==> config.mk <==
export PLATFORM = sky130hd
export DESIGN_NAME = ctrl_decode_stage
export DESIGN_NICKNAME = d
export VERILOG_FILES = /design/src/rtl/ctrl_decode_stage.sv
export SDC_FILE = /design/constraint.sdc
export NUM_CORES = 1
export LEC_CHECK = 0
export BUFFER_PORTS_ARGS = -buffer_cell sky130_fd_sc_hd__clkbuf_2
export CORE_MARGIN = 3
export CORE_UTILIZATION = 30
export CTS_CLUSTER_SIZE = 16
export DETAILED_ROUTE_END_ITERATION = 10
export SKIP_LAST_GASP = 1
export SLEW_MARGIN = 5
export SYNTH_ARGS = -nofsm -noshare
export SYNTH_HDL_FRONTEND = slang
export SYNTH_SLANG_ARGS = --single-unit
==> constraint.sdc <==
create_clock -name clk -period 4.81 [get_ports clk]
set_clock_uncertainty 0.2 [all_clocks]
set_input_delay 0.481 -clock clk [delete_from_list [all_inputs] [get_ports clk]]
set_output_delay 0.481 -clock clk [all_outputs]
set_load 0.1 [all_outputs]
==> src/rtl/ctrl_decode_stage.sv <==
// rtl/ctrl_decode_stage.sv - registered control-decode stage with mem stall, flush, halt and retire counter
module ctrl_decode_stage #(
    parameter int IW        = 9,
    parameter int REG_W     = 3,
    parameter int MEM_STALL = 2,
    parameter int CNT_W     = 16
) (
    input  logic             clk,
    input  logic             rst_n,
    input  logic             instr_valid,
    input  logic [IW-1:0]    instr,
    output logic             instr_ready,
    input  logic             flush,
    input  logic             out_ready,
    output logic             ctrl_valid,
    output logic             branch,
    output logic             mem_to_reg,
    output logic             mem_write,
    output logic             reg_write,
    output logic             immediate,
    output logic             zero_store,
    output logic             halt,
    output logic [REG_W-1:0] wr_index,
    output logic             halted,
    output logic [CNT_W-1:0] insn_count
);

    localparam logic [1:0] ST_RUN     = 2'd0;
    localparam logic [1:0] ST_MEMWAIT = 2'd1;
    localparam logic [1:0] ST_HALTED  = 2'd2;

    localparam int SC_W = (MEM_STALL > 1) ? $clog2(MEM_STALL + 1) : 1;

    logic [1:0]       r_state;
    logic [SC_W-1:0]  r_stall_cnt;
    logic             r_valid;
    logic [6:0]       r_bundle;
    logic [REG_W-1:0] r_index;
    logic [CNT_W-1:0] r_count;

    logic [1:0]       w_op;
    logic             w_sub;
    logic [6:0]       w_dec;
    logic             w_accept;
    logic             w_unused_bits;

    assign w_op          = instr[IW-1:IW-2];
    assign w_sub         = instr[0];
    assign w_unused_bits = ^instr[IW-3:REG_W+1];

    // bundle bit order: branch, mem_to_reg, mem_write, reg_write, immediate, zero_store, halt
    always_comb begin
        w_dec = 7'b0;
        case (w_op)
            2'b00: w_dec = w_sub ? 7'b0001000 : 7'b0001010;
            2'b01: w_dec = w_sub ? 7'b0010000 : 7'b0101010;
            2'b10: w_dec = 7'b1000000;
            default: w_dec = w_sub ? 7'b0000001 : 7'b0001100;
        endcase
    end

    assign instr_ready = (r_state == ST_RUN) && !flush && (!r_valid || out_ready);
    assign w_accept    = instr_valid && instr_ready;

    always_ff @(posedge clk) begin
        if (!rst_n) begin
            r_state     <= ST_RUN;
            r_stall_cnt <= '0;
            r_valid     <= 1'b0;
            r_bundle    <= '0;
            r_index     <= '0;
            r_count     <= '0;
        end else if (flush && (r_state != ST_HALTED)) begin
            // taken branch: drop the held bundle and abandon any memory stall
            r_state     <= ST_RUN;
            r_stall_cnt <= '0;
            r_valid     <= 1'b0;
            r_bundle    <= '0;
            r_index     <= '0;
        end else begin
            if (w_accept) begin
                r_valid  <= 1'b1;
                r_bundle <= w_dec;
                r_index  <= instr[REG_W:1];
                r_count  <= r_count + 1'b1;
                if (w_dec[0]) begin
                    r_state <= ST_HALTED;
                end else if ((w_op == 2'b01) && (MEM_STALL > 0)) begin
                    r_state     <= ST_MEMWAIT;
                    r_stall_cnt <= SC_W'(MEM_STALL);
                end
            end else if (out_ready) begin
                r_valid  <= 1'b0;
                r_bundle <= '0;
                r_index  <= '0;
            end
            if (r_state == ST_MEMWAIT) begin
                r_stall_cnt <= r_stall_cnt - 1'b1;
                if (r_stall_cnt == SC_W'(1)) begin
                    r_state <= ST_RUN;
                end
            end
        end
    end

    assign ctrl_valid = r_valid;
    assign branch     = r_bundle[6];
    assign mem_to_reg = r_bundle[5];
    assign mem_write  = r_bundle[4];
    assign reg_write  = r_bundle[3];
    assign immediate  = r_bundle[2];
    assign zero_store = r_bundle[1];
    assign halt       = r_bundle[0];
    assign wr_index   = r_index;
    assign halted     = (r_state == ST_HALTED);
    assign insn_count = r_count;

endmodule
==> flow_summary.ini <==
[cts]
cts_buffers = 5
cts_htree_levels = 2
clock-root-buffer = clkbuf_8
cts_hold_buf = 0
post_cts_buffers = 0
cts.sinks = 31
clk-insertion-delay-late_ps = 280
cts.repair.resized = 0
cts_tree = built
path_clk_slew_ps = 60
clock_path_buffers = 2

[die]
start_util_pct = 32.4
die_w_um = 73.1
core_area_mm2 = 0.00417
row_count = 23
ios = 43
die_h_um = 73.1
dieArea_mm2 = 0.00534

[routing]
totalWireLength_um = 3270
drt_iter0_drc = 62
ant_nets = 0
wl_per_cell_um = 12.8
vias = 1265
drc = 0
drt-pass1-iter-count = 4
viasPerCell = 4.94

[sta]
rsz0062_at_grt = no
maxSlewHeadroom_pct = 28.6
period_share_pct = 54.9
tightest_slew_ps = 1060
max_freq_ghz = 0.379
finalHoldViolCount = 0
setup_violations = 0
setup_tns_ps = 0
slew_violations = 0
timing.final.crit_period_ps = 2640

[grt]
grt_pass1_vias = 1051
grt_max_degree = 17
grt_pass1_wl_um = 5090
gr-total-overflow = 0
grt.total_usage_pct = 12.5
antenna_found_initial = 0

[layout]
fin_nets = 221
final_cells = 256
fillers = 453
drive_above_1_share_pct = 22.8
area_delta_synth_final_pct = 24.1
insertedDiodeCount = 0

[worst_setup_path]
critPathMaxStageDelay_ps = 710
path_max_fanout = 9
start_kind = register
cp-end-kind = register
cp_common_cell = or4_1
path_class = reg2reg
arrival_ps = 2660
cp_slowest_cell = or4_1
cp_top_family = simple AND/OR/NAND/NOR gates
crit_chain = or4b_1 -> or4_1 -> or4_1 -> a21oi_1
cp.buffers_inverters = 0
worstPathRequired_ps = 4830

[yosys]
yosysWarnings = 0
synth_largest_area_cell = dfxtp_1
syn_nets = 179
postSynthAreaPerCell_um2 = 8.28
synth_cell_type_count = 31
synth_top_area_share_pct = 46.0
syn_area_mm2 = 0.00135
synthCells = 163
synth_area_leaders = dfxtp_1, a21oi_1, nand3_1, nand4_1, or3_1
seq_area_frac_synth_pct = 46.0
synth-seq-cells = 31

[placement]
gp_congestion = 0.737
dp_cells = 248
numPortBuffers = 39
dp_hpwl_um = 2340

[worst_hold_path]
hold_class = in2reg

[power]
p_leak_nw = 0.643
powerDensity_mw_per_mm2 = 307
vdd_drop_max_uv = 118

[status]
status = completed

[flow_run]
drv_cap = 0
[worst register-to-register path: cells and delay by family, from the launching register on]
kind	cells	cell delay, ps
AND/OR/NAND/NOR	3	1870
flip-flops	1	370
AO/OA/AOI/OAI	1	140
[placed cells by master, fill, tap and decap left out, types with 2 or more instances in the layout]
cell	n
clkbuf_2	39
dfxtp_1	31
a21oi_1	21
nand3_1	17
nor2_1	12
nand2_1	12
or3_1	8
nand4_1	8
inv_1	7
o21ai_0	7
clkbuf_8	5
or4_1	4
xor2_1	4
xnor2_1	3
nor2b_1	2
nor4_1	2
nand2b_1	2
and3_1	2
a32oi_1	2
nor3_1	2
ha_1	2
clkbuf_1	2
[synthesized netlist by cell type]
master / number
o31ai_1: 1
ha_1: 2
or2_2: 1
nor3_1: 2
nor2b_1: 2
or3_1: 8
o21ai_0: 7
or4b_1: 1
a21oi_1: 21
clkinv_1: 1
a32oi_1: 2
inv_1: 7
or4_1: 4
nand3_1: 17
o211ai_1: 1
o21ai_1: 1
xor2_1: 4
nand2b_1: 2
buf_2: 2
dfxtp_1: 31
nor4b_1: 1
a311oi_1: 1
nor2_1: 12
clkbuf_1: 3
and2_1: 1
nor4_1: 2
and4_1: 1
nand2_1: 12
and3_1: 2
nand4_1: 8
xnor2_1: 3
[kinds of logic (layout without fill, tap and decap cells)]
| logic type | Yosys count | count (layout) | synth area share [%] |
|---|---|---|---|
| buffers and inverters | 13 | 56 | 3.80 |
| adder cells (fa/ha/maj) | 2 | 2 | 1.85 |
| AND/OR/NAND/NOR | 76 | 76 | 30.0 |
| XOR/XNOR | 7 | 7 | 4.54 |
| AO/OA/AOI/OAI | 34 | 34 | 13.8 |
| flip-flops | 31 | 31 | 46.0 |
[where the power goes]
part	switching, mW	total (mW)	leakage, nW	internal, mW
logic	0.0437	0.0550	0.351	0.0114
clock network	0.0951	0.196	0.0422	0.101
registers	0.00309	0.263	0.250	0.260
total	0.142	0.514	0.643	0.372
[per-stage QoR]
stage | total power [mW] | area [um2] | worst slack (ps) | utilization (%) | hold slack, ps
6_report | 0.514 | 1680 | 2170 | 40.1 | 215
3_5_place_dp | 0.324 | 1590 | 1980 | 38.2 | 259
2_1_floorplan | 0.309 | 1350 | 329 | - | 251
5_1_grt | 0.538 | 1680 | 2100 | 40.1 | 247
4_1_cts | 0.521 | 1680 | 2170 | 40.1 | 211
3_3_place_gp | 0.324 | 1590 | 2000 | 38.2 | 253
[area by class of cell]
class                           instances  area [um2]  area share, %
Clock buffer                            7        76.3           4.56
Clock inverter                          1        5.00          0.299
Inverter                                8        30.0           1.79
Multi-Input combinational cell        119         678           40.5
Sequential cell                        31         621           37.0
Tap cell                               50        62.6           3.73
Timing Repair Buffer                   40         203           12.1
[layer usage]
layer	GRT usage (%)	wire [um]	part of all wire (%)
met1	17.5	1650	50
met2	16.6	1350	41
met3	4.96	205	6.3
met4	5.94	62	1.9
met5	0	0	0
[path summary, 6_finish.rpt]
check	from	end	slack (ps)	cells after the start
max	r_state[0]	insn_count[15]	2170	4
min	instr[2]	wr_index[1]	210	3
max reg2reg	r_state[0]	insn_count[15]	2170	4
min reg2reg	r_bundle[2]	r_bundle[2]	260	2
[sequential cells by signal, summed over array words and instances (netlist names)]
name	cells
ctrl_valid	1
insn_count	16
r_bundle	7
r_stall_cnt	2
r_state	2
wr_index	3
Note: power is estimated with default switching activity, not from simulation.
